$ cat src/rtl/canary_link_pkg.sv
// Shared definitions for the CPU-to-FPGA link: word tags, HDR field layout,
// transmitter FSM states and the held request record.
package canary_link_pkg;

  localparam logic [1:0] TAG_HDR  = 2'b01;
  localparam logic [1:0] TAG_ADDR = 2'b10;
  localparam logic [1:0] TAG_DATA = 2'b11;

  localparam int HDR_WE_BIT   = 31;
  localparam int HDR_MASK_LSB = 27;
  localparam int HDR_SEQ_LSB  = 19;
  localparam int LINK_SEQ_W   = 8;

  typedef enum logic [1:0] {IDLE, S_HDR, S_ADDR, S_DATA} tx_state_t;

  typedef struct packed {
    logic                  we;
    logic [31:0]           addr;
    logic [31:0]           wdata;
    logic [3:0]            wmask;
    logic [LINK_SEQ_W-1:0] seq;
  } link_req_t;

  function automatic logic [31:0] hdr_payload(input link_req_t r);
    logic [31:0] p;
    p = '0;
    p[HDR_WE_BIT]                     = r.we;
    p[HDR_MASK_LSB +: 4]              = r.wmask;
    p[HDR_SEQ_LSB +: LINK_SEQ_W]      = r.seq;
    return p;
  endfunction

endpackage

$ cat src/rtl/cpu_fifo_tx.sv
// Serializes CPU memory requests into tagged HDR/ADDR[/DATA] words for the
// CPU-to-FPGA async FIFO write port, stalling while the FIFO reports full.
module cpu_fifo_tx
  import canary_link_pkg::*;
#(
  parameter int WIDTH     = 34,
  parameter int SEQ_WIDTH = 8
) (
  input  logic             w_clk,
  input  logic             w_rst,
  input  logic             req_valid,
  output logic             req_ready,
  input  logic             req_we,
  input  logic [31:0]      req_addr,
  input  logic [31:0]      req_wdata,
  input  logic [3:0]       req_wmask,
  output logic [WIDTH-1:0] fifo_data,
  output logic             fifo_w_en,
  input  logic             fifo_full,
  output logic             busy,
  output logic [15:0]      txn_count
);

  tx_state_t             state_q, state_d;
  link_req_t             hold_q, hold_d;
  logic [SEQ_WIDTH-1:0]  seq_q, seq_d;
  logic [15:0]           cnt_q, cnt_d;
  logic                  last_word, accept;

  always_comb begin
    state_d   = state_q;
    hold_d    = hold_q;
    seq_d     = seq_q;
    cnt_d     = cnt_q;
    fifo_data = '0;

    last_word = (state_q == S_ADDR && !hold_q.we) || (state_q == S_DATA);
    fifo_w_en = (state_q != IDLE) && !fifo_full;
    req_ready = (state_q == IDLE) || (last_word && !fifo_full);
    accept    = req_valid && req_ready;

    case (state_q)
      S_HDR: begin
        fifo_data = {TAG_HDR, hdr_payload(hold_q)};
        if (fifo_w_en) state_d = S_ADDR;
      end
      S_ADDR: begin
        fifo_data = {TAG_ADDR, hold_q.addr};
        if (fifo_w_en && hold_q.we) state_d = S_DATA;
      end
      S_DATA: fifo_data = {TAG_DATA, hold_q.wdata};
      default: ;
    endcase

    if (fifo_w_en && last_word) begin
      cnt_d   = cnt_q + 16'd1;
      state_d = IDLE;
    end

    // An accept in the last-word cycle overrides the return to IDLE.
    if (accept) begin
      state_d      = S_HDR;
      hold_d.we    = req_we;
      hold_d.addr  = req_addr;
      hold_d.wdata = req_wdata;
      hold_d.wmask = req_we ? req_wmask : 4'h0;
      hold_d.seq   = seq_q[LINK_SEQ_W-1:0];
      seq_d        = seq_q + 1'b1;
    end
  end

  always_ff @(posedge w_clk) begin
    if (w_rst) begin
      state_q <= IDLE;
      hold_q  <= '0;
      seq_q   <= '0;
      cnt_q   <= '0;
    end else begin
      state_q <= state_d;
      hold_q  <= hold_d;
      seq_q   <= seq_d;
      cnt_q   <= cnt_d;
    end
  end

  assign busy      = (state_q != IDLE);
  assign txn_count = cnt_q;

endmodule

$ cat config.mk
export PLATFORM = sky130hd
export DESIGN_NAME = cpu_fifo_tx
export DESIGN_NICKNAME = d
export VERILOG_FILES = /design/src/rtl/canary_link_pkg.sv /design/src/rtl/cpu_fifo_tx.sv
export SDC_FILE = /design/constraint.sdc
export NUM_CORES = 1
export LEC_CHECK = 0
export ABC_AREA = 1
export BUFFER_PORTS_ARGS = -buffer_cell sky130_fd_sc_hd__buf_2
export CAP_MARGIN = 5
export CELL_PAD_IN_SITES_DETAIL_PLACEMENT = 1
export CELL_PAD_IN_SITES_GLOBAL_PLACEMENT = 2
export CORE_ASPECT_RATIO = 1.25
export CORE_MARGIN = 1
export CORE_UTILIZATION = 28
export DETAILED_ROUTE_END_ITERATION = 10
export PLACE_DENSITY = 0.89
export SETUP_SLACK_MARGIN = 0.15
export SLEW_MARGIN = 20
export SYNTH_ARGS = -nofsm -noshare
export SYNTH_HDL_FRONTEND = slang
export SYNTH_SLANG_ARGS = --single-unit
$ cat constraint.sdc
create_clock -name w_clk -period 1.8 [get_ports w_clk]
set_input_delay 0.36 -clock w_clk [delete_from_list [all_inputs] [get_ports w_clk]]
set_output_delay 0.36 -clock w_clk [all_outputs]
set_load 0.01 [all_outputs]
Word-level counts from Yosys, hierarchy flattened
Index checks and enable logic that the tools add are counted.

word-level totals
  register bits after elaboration = 103
  input bits = 73
  output and inout bits = 53

cells by class
  $add $sub $neg = 2
  equal/unequal tests = 7
  mux-type cells = 7
  reduce and logical (&&, ||, !) cells = 17

operator list
  kind                     count
  $pmux W34 S3             1
  $add A16 B1 Y16 const B  1
  $add A8 B1 Y8 const B    1
  $logic_and A1 B1 Y1      6
  $reduce_and A3 Y1        2
  $eq A2 B2 Y1 const B     2
  $mux W2                  2
  $mux W4                  1
  $ne A4 B2 Y1 const B     1
  $ne A4 B4 Y1 const B     1
  $pmux W2 S2              1
  $reduce_bool A2 Y1       2
  $reduce_bool A4 Y1       1
  $reduce_or A3 Y1         1
  $eq A2 B1 Y1 const B     1
  $logic_not A1 Y1         2
  $logic_not A2 Y1         1
  $logic_or A1 B1 Y1       2
  $mux W1                  2
  $ne A2 B1 Y1 const B     1
  $ne A2 B2 Y1 const B     1

Depth between registers and ports, before layout
Gate-level depths: netlist of the first run.

  depth in word-level cells = 8
  gate-level depth with buffers = 11

Worst setup path before layout of the first run
Ideal clock, no wire load.

  path kind = register to output
  start = register state_q[1]
  end = output fifo_data[19]
  arrival = 1.175 ns
  path slack = 0.265 ns
  cell stages (with the launch flop) = 7
  cell sequence = dfxtp_1 > buf_4 > inv_4 > nor2_1 > clkbuf_1 > nand2_1 > nand3_1

between the ends
  longest elaborated chain between the ends = 2

ends and longest elaborated chain
  element                                       RTL line           source
  start, declared                               cpu_fifo_tx.sv:24  tx_state_t state_q, state_d;
  start signal, assigned                        cpu_fifo_tx.sv:79  state_q <= state_d;
  $eq A2 B2 Y1 or $eq A2 B1 Y1 (tied branches)  cpu_fifo_tx.sv:42  case (state_q)
  $pmux W34 S3 (*)                              cpu_fifo_tx.sv:42
  end, declared                                 cpu_fifo_tx.sv:17  output logic [WIDTH-1:0] fifo_data,

Mark *: on every way between the ends. The rest lies on a longest branch, timed or not.

Worst setup path after layout of the first run
  start = register state_q[1]
  end = output fifo_data[23]

The elaborated chain is that of the path after synthesis.

==> reports/metrics.csv, run 1 <==
stage;metric;value;unit
synthesis;Synth Register Bits;103;
synthesis;top cells by area, synth;dfxtp_1 44%, nor2_1 14%, nand2_1 10%, nand3_1 6.1%, o21ai_0 5.5%;
sta;Max Slew Vio Count;0;
clock_tree;H-tree lvl count;3;
placement;IO Port Bufs;125;
die;Rows;52;
routing;routed wire length;15500;µm
routing;vias per cell;4.72;
sta;fmax;0.555;GHz
synthesis;sequential share of the synthesized area;44.3;%
job;maxcap violations;0;
sta;Slew @ Worst Pin;0.353;ns
worst_setup_path;worst path arrival time;1.44;ns
routing;DRC violations left;0;
global_routing;vias in the first global route;4580;
worst_setup_path;CP Buf/Inv Count;4;
synthesis;Distinct cells, synth;29;
sta;RSZ-0062 raised after global routing;true;
sta;Clock Skew;0.00747;ns
routing;antenna-violating nets left;0;
layout;share of cells above drive strength 1;32.7;%
sta;Tmin final;1.80;ns
worst_setup_path;max incr delay on CP;0.39;ns
sta;final hold vios;0;
routing;post-DR wirelength/cell;15.3;µm
placement;DP Cell Count;987;
clock_tree;CTS Hold Bufs;0;
sta;Worst slew margin;76.4;%
routing;Pre-Repair DR Iteration Count;4;
synthesis;top cell type's share of synthesized area;44.3;%
layout;Area Growth Syn to Fin;37.1;%
worst_setup_path;Slowest-stage cell, CP;dfxtp_4;
global_routing;global route overflow;0;
outcome;failing checks;negative setup slack;
synthesis;Synth Cell Area;4650;µm²
worst_setup_path;crit end category;output pin;
global_routing;first-pass GRT wire length;22900;µm
die;Die Width;117;µm
clock_tree;CTS tree;built;
die;I/O pin total;126;
clock_tree;clk_lat worst skew;0.36;ns
sta;final period utilization;100;%
outcome;status;finished, violations left;
global_routing;initial antenna violation count;1;
layout;Post-Layout Cell Count;1011;
worst_setup_path;Cell Chain, Critical Path;inv_6 > nor2_4 > buf_12 > clkbuf_16 > nand2_2 > nand3_2 > buf_6;
global_routing;gr usage total;17.2;%
power;Pwr Density;862;nW/µm²
clock_tree;CTS max path bufs;2;
global_routing;largest net degree at the start of global routing;87;
clock_tree;Root Buffer;clkbuf_16;
worst_setup_path;Worst Path Required;1.44;ns
layout;n_diodes;0;
placement;placer congestion estimate;0.782;
die;die area;17100;µm²
power;Peak VDD IR;0.455;mV
die;initial core utilization;28.7;%
synthesis;post-synthesis cell count;674;
synthesis;Synth area leader;dfxtp_1;
power;P_leak;2.99;nW
sta;Sum Neg Setup Slack;-0.00499;ns
die;Die Height;146;µm
routing;DR iter-0 viols;215;
worst_hold_path;worst hold path type;in2reg;
sta;final setup fails;2;
worst_setup_path;WS Path Type;reg2out;
placement;HPWL Detailed;10100;µm
worst_setup_path;delay-heaviest family, CP;buffers and inverters;
routing;Via Count;4768;
clock_tree;cts bufs inserted;9;
layout;Final nets;865;
sta;post-route setup slack;-0.00332;ns
synthesis;Mean Syn Cell Area;6.90;µm²
die;Core ar.;16200;µm²
power;Power, Total;5.49;mW
clock_tree;Clock Sinks;103;
clock_tree;clock-pin slew on the worst setup and hold paths;0.07;ns
synthesis;Syn. warnings;0;
worst_setup_path;crit path launch type;flop;
synthesis;Synthesized Nets;749;
worst_setup_path;critical path peak fanout;8;
[where the power goes]
group	internal, mW	switching (mW)
Sequential	2.45	0.119
Clock	1.09	0.936
Combinational	0.368	0.528
[cells in the final DEF, fill, tap and decap left out, types with 6 or more instances in the layout]
cell       synthesis  layout
nand2_4            1      10
clkbuf_16          0      12
buf_12             0       6
nor3_1             8       8
buf_6              3      28
o21ai_0           51      48
nand2_2           10      50
nand3_1           57      44
a21oi_2            8       9
nand4_1            7       7
inv_1             33      32
nor2_1           168     165
nand2_1          129      80
o21ai_1           26      28
a21oi_1           14      13
nand3_2            0      12
buf_2              9     100
dfxtp_1          103     101
buf_4              3       9
[synthesized netlist by cell type (all sizes together)]
| cell | count |
|---|---|
| xnor2 | 1 |
| o21ai | 77 |
| clkbuf | 24 |
| nand4 | 7 |
| nor3 | 9 |
| a31oi | 1 |
| nand3b | 1 |
| a21oi | 22 |
| inv | 37 |
| nor2 | 171 |
| xor2 | 2 |
| dfxtp | 103 |
| nor4 | 1 |
| ha | 2 |
| nand3 | 57 |
| nand2 | 140 |
| buf | 19 |
[kinds of logic after synthesis]
family / share of synthesized area [%]
and+or+nand+nor: 34.9
DFF: 44.3
buffers and inverters: 8.26
adders and majority gates: 0.538
AOI/OAI and AO/OA: 11.4
xor gates and xnor gates: 0.565
[registers in the layout, summed over array words and instances, names as in the netlist]
register,count
hold_q,77
txn_count,16
state_q,2
seq_q,8
[final timing paths]
kind / start / end / slack (ns) / depth (start not counted)
max: state_q[1]$_SDFFE_PP0P_ / fifo_data[23] / -0.003 / 7
min: req_wdata[15] / hold_q[27]$_SDFFE_PP0P_ / 0.25 / 3
max reg2reg: state_q[1]$_SDFFE_PP0P_ / hold_q[63]$_SDFFE_PP0P_ / 0.16 / 9
min reg2reg: hold_q[17]$_SDFFE_PP0P_ / hold_q[17]$_SDFFE_PP0P_ / 0.49 / 2
[what timing repair did]
action	CTS	global route
buffers inserted	0	3
hold endpoints to repair	0	0
resized for setup	15	106
pin swaps	4	18
setup endpoints to repair	32	33
cloned	0	5
[layer usage]
layer  global-route usage (%)  vias to the layer above  wire length, µm
li1                         -                     2383                -
met1                     22.1                     2287             6830
met2                     28.5                       84             7850
met3                     3.20                       14              590
met4                     5.82                        0              231
met5                        0                        -                0
[through the flow]
step                      utilization [%]  cell area, µm²  hold WS [ns]  worst slack, ns
after floorplan                         -            4650         0.443            0.265
after global placement               33.9            5490         0.461            0.272
after detailed placement             33.9            5490         0.466            0.217
after CTS                            36.1            5850         0.241           0.0115
after global routing                 39.3            6370         0.245          -0.0544
final                                39.3            6370         0.245         -0.00332
[tightest hold or removal path, cell delays in order]
cell and delay, ns:
buf_2 0.07, o21ai_1 0.06, nor2_1 0.07
[final cells by class]
class	instances	area, µm²
Clock buffer	10	229
Clock inverter	6	66.3
Fill cell	2019	9830
Inverter	37	149
Multi-Input combinational cell	491	2470
Sequential cell	103	2070
Tap cell	216	270
Timing Repair Buffer	148	1120
(Power assumes the default switching activity.)
==> run 2: changes to the inputs <==
Settings changed: ABC_AREA 1 to not set, CORE_UTILIZATION 28 to 30.
==> reports/metrics.csv, run 2 <==
stage;metric;value;unit;change
outcome;status;finished, violations left;;
outcome;failing checks;negative setup slack;;
synthesis;mux contribution to synthesized area;7.34;%;+7.3 points
synthesis;adder-cell share of the synthesized area;0.528;%;-0.0099 points
sta;Slew @ Worst Pin;0.364;ns;+0.0103 ns
synthesis;Mean Syn Cell Area;8.18;µm²;+19%
worst_setup_path;worst path arrival time;1.70;ns;+0.26 ns
sta;post-route setup slack;-0.263;ns;-0.259 ns
worst_setup_path;WS Path Type;reg2out;;
clock_tree;CTS Hold Bufs;0;;unchanged
routing;post-DR wirelength/cell;28.8;µm;+88%
synthesis;largest family of logic cells by synthesized area;compound AO/OA/AOI/OAI gates;;
global_routing;vias in the first global route;6048;;+32%
clock_tree;CTS tree;built;;
synthesis;top cells by area, synth;dfxtp_1 44%, a21oi_1 10%, o21ai_0 9.2%, nand3_1 8.7%, clkbuf_1 4.1%;;
worst_setup_path;crit path launch type;flop;;
clock_tree;clk_lat worst skew;0.38;ns;+0.02 ns
global_routing;largest net degree at the start of global routing;48;;-45%
sta;Sum Neg Setup Slack;-11.05;ns;-11.04 ns
worst_setup_path;critical path peak fanout;7;;-1
clock_tree;Root Buffer;clkbuf_16;;
sta;Worst slew margin;75.7;%;-0.78 points
routing;antenna-violating nets left;0;;unchanged
clock_tree;Clock Sinks;103;;unchanged
synthesis;Post-Synth Simple-Gate Area;18.5;%;-16 points
global_routing;first-pass GRT wire length;35300;µm;+54%
routing;Pre-Repair DR Iteration Count;5;;+1
sta;Tmin final;2.06;ns;+0.259 ns
layout;most flop-heavy register;hold_q;;
layout;Post-Layout Cell Count;980;;-3.1%
layout;Area Growth Syn to Fin;97.0;%;
synthesis;Synth area leader;dfxtp_1;;
worst_hold_path;worst hold path type;in2reg;;
die;Die Width;114;µm;-2.4%
synthesis;ys async rst share;0;%;unchanged
synthesis;Synth Cell Area;4740;µm²;+1.9%
synthesis;Distinct cells, synth;31;;+6.9%
layout;Final nets;838;;-3.1%
placement;placer congestion estimate;0.799;;+2.3%
die;Core ar.;15500;µm²;-4.3%
clock_tree;clock-pin slew on the worst setup and hold paths;0.07;ns;about the same
routing;DR iter-0 viols;368;;+71%
synthesis;most frequent cell after synthesis;dfxtp_1;;
layout;n_diodes;0;;unchanged
routing;Via Count;5852;;+23%
sta;hold slack;0.231;ns;-0.0139 ns
sta;final period utilization;115;%;+14 points
synthesis;Syn. warnings;0;;unchanged
power;Pwr Density;685;nW/µm²;-21%
sta;Clock Skew;0.0172;ns;+0.00970 ns
placement;HPWL Detailed;10300;µm;+2.1%
placement;IO Port Bufs;125;;unchanged
synthesis;dominant synthesized flop cell;dfxtp_1;;
worst_setup_path;Worst Path Required;1.44;ns;about the same
die;die area;16300;µm²;-4.8%
die;I/O pin total;126;;unchanged
synthesis;post-synthesis compound-gate area fraction;23.5;%;+12 points
clock_tree;H-tree lvl count;3;;unchanged
synthesis;post-synthesis cell count;579;;-14%
synthesis;Synth Area in XOR/XNOR;1.11;%;+0.54 points
sta;final hold vios;0;;unchanged
synthesis;Post-synth EDFFs;0;;unchanged
job;maxcap violations;0;;unchanged
global_routing;global route overflow;0;;unchanged
power;Peak VDD IR;0.863;mV;+90%
sta;Max Slew Vio Count;0;;unchanged
die;initial core utilization;30.6;%;+1.9 points
sta;RSZ-0062 raised after global routing;true;;
synthesis;Synthesized Nets;654;;-13%
routing;DRC violations left;0;;unchanged
die;Rows;51;;-1.9%
layout;commonest non-fill, non-tap cell in the layout;buf_2;;
global_routing;initial antenna violation count;1;;unchanged
synthesis;most frequent cells after synthesis;103 x dfxtp_1, 97 x a21oi_1, 87 x o21ai_0;;
die;Die Height;143;µm;-2.5%
layout;fin area;9330;µm²;+46%
clock_tree;cts bufs inserted;9;;unchanged
global_routing;gr usage total;29.2;%;+12 points
clock_tree;CTS max path bufs;2;;unchanged
sta;fmax;0.485;GHz;-13%
layout;share of cells above drive strength 1;66.4;%;+34 points
power;P_leak;3.30;nW;+10%
placement;DP Area;5740;µm²;+4.6%
layout;max FFs per register;77;;unchanged
synthesis;Synth Register Bits;103;;unchanged
sta;final setup fails;116;;+114
placement;Place WS;0.0155;ns;-0.201 ns
routing;routed wire length;28200;µm;+82%
placement;DP Cell Count;882;;-11%
worst_setup_path;crit end category;output pin;;
synthesis;sequential share of the synthesized area;43.5;%;-0.82 points
synthesis;top cell type's share of synthesized area;43.5;%;-0.82 points
routing;vias per cell;5.97;;+27%
layout;most frequent cells in the layout;103 x buf_2, 99 x dfxtp_1, 79 x a21oi_2;;
run 2: through the flow:
stage / total power [mW] / utilization (%)
floorplan: 2.89 / -
global placement: 3.16 / 37.0
detailed placement: 3.19 / 37.0
CTS: 5.90 / 53.7
global route: 6.52 / 60.2
finish: 6.39 / 60.2
run 2: worst paths after layout:
kind	startpoint	end	slack, ns	cells after the start
setup / recovery	state_q[1]$_SDFFE_PP0P_	fifo_data[21]	-0.26	5
hold / removal	req_wdata[25]	hold_q[37]$_SDFFE_PP0P_	0.23	3
setup reg to reg	state_q[1]$_SDFFE_PP0P_	hold_q[22]$_SDFFE_PP0P_	-0.20	11
hold reg to reg	hold_q[42]$_SDFFE_PP0P_	hold_q[42]$_SDFFE_PP0P_	0.49	2
run 2: layer usage:
layer	GRT usage (%)	part of all wire (%)
met4	17.0	5.8
met2	50.0	52
met5	0	0
met3	5.88	5.5
met1	33.5	37
run 2: power breakdown:
group / leakage [nW] / total [mW] / switching [mW] / internal, mW
sequential: 0.843 / 2.50 / 0.116 / 2.39
clock: 0.145 / 2.15 / 1.03 / 1.12
combinational: 2.31 / 1.73 / 0.899 / 0.833
total: 3.30 / 6.39 / 2.04 / 4.35
run 2: cells by family after synthesis:
family,count (synthesis)
flops,103
fa+ha+maj,2
simple gates,162
mux,33
buf+inv,65
compound gates,208
xor+xnor,6
run 2: worst max-delay path, cell delays in order, from the launching register on:
cell and delay (ns):
dfxtp_4 0.44, buf_16 0.15, nor2b_4 0.23, buf_6 0.17, a22o_1 0.19, buf_2 0.15
run 2: cell type report:
| class | instances | area (µm²) |
|---|---|---|
| Fill cell | 1572 | 6170 |
| Sequential cell | 103 | 2070 |
| Clock inverter | 6 | 68.8 |
| Clock buffer | 10 | 239 |
| Multi-Input combinational cell | 413 | 4130 |
| Inverter | 3 | 11.3 |
| Timing Repair Buffer | 233 | 2540 |
| Tap cell | 212 | 265 |
run 2: timing repair:
action,in CTS,in global routing
setup buffers,44,10
resized for setup,318,190
cloned,27,1
pin swaps,139,114
setup endpoints to repair,124,129
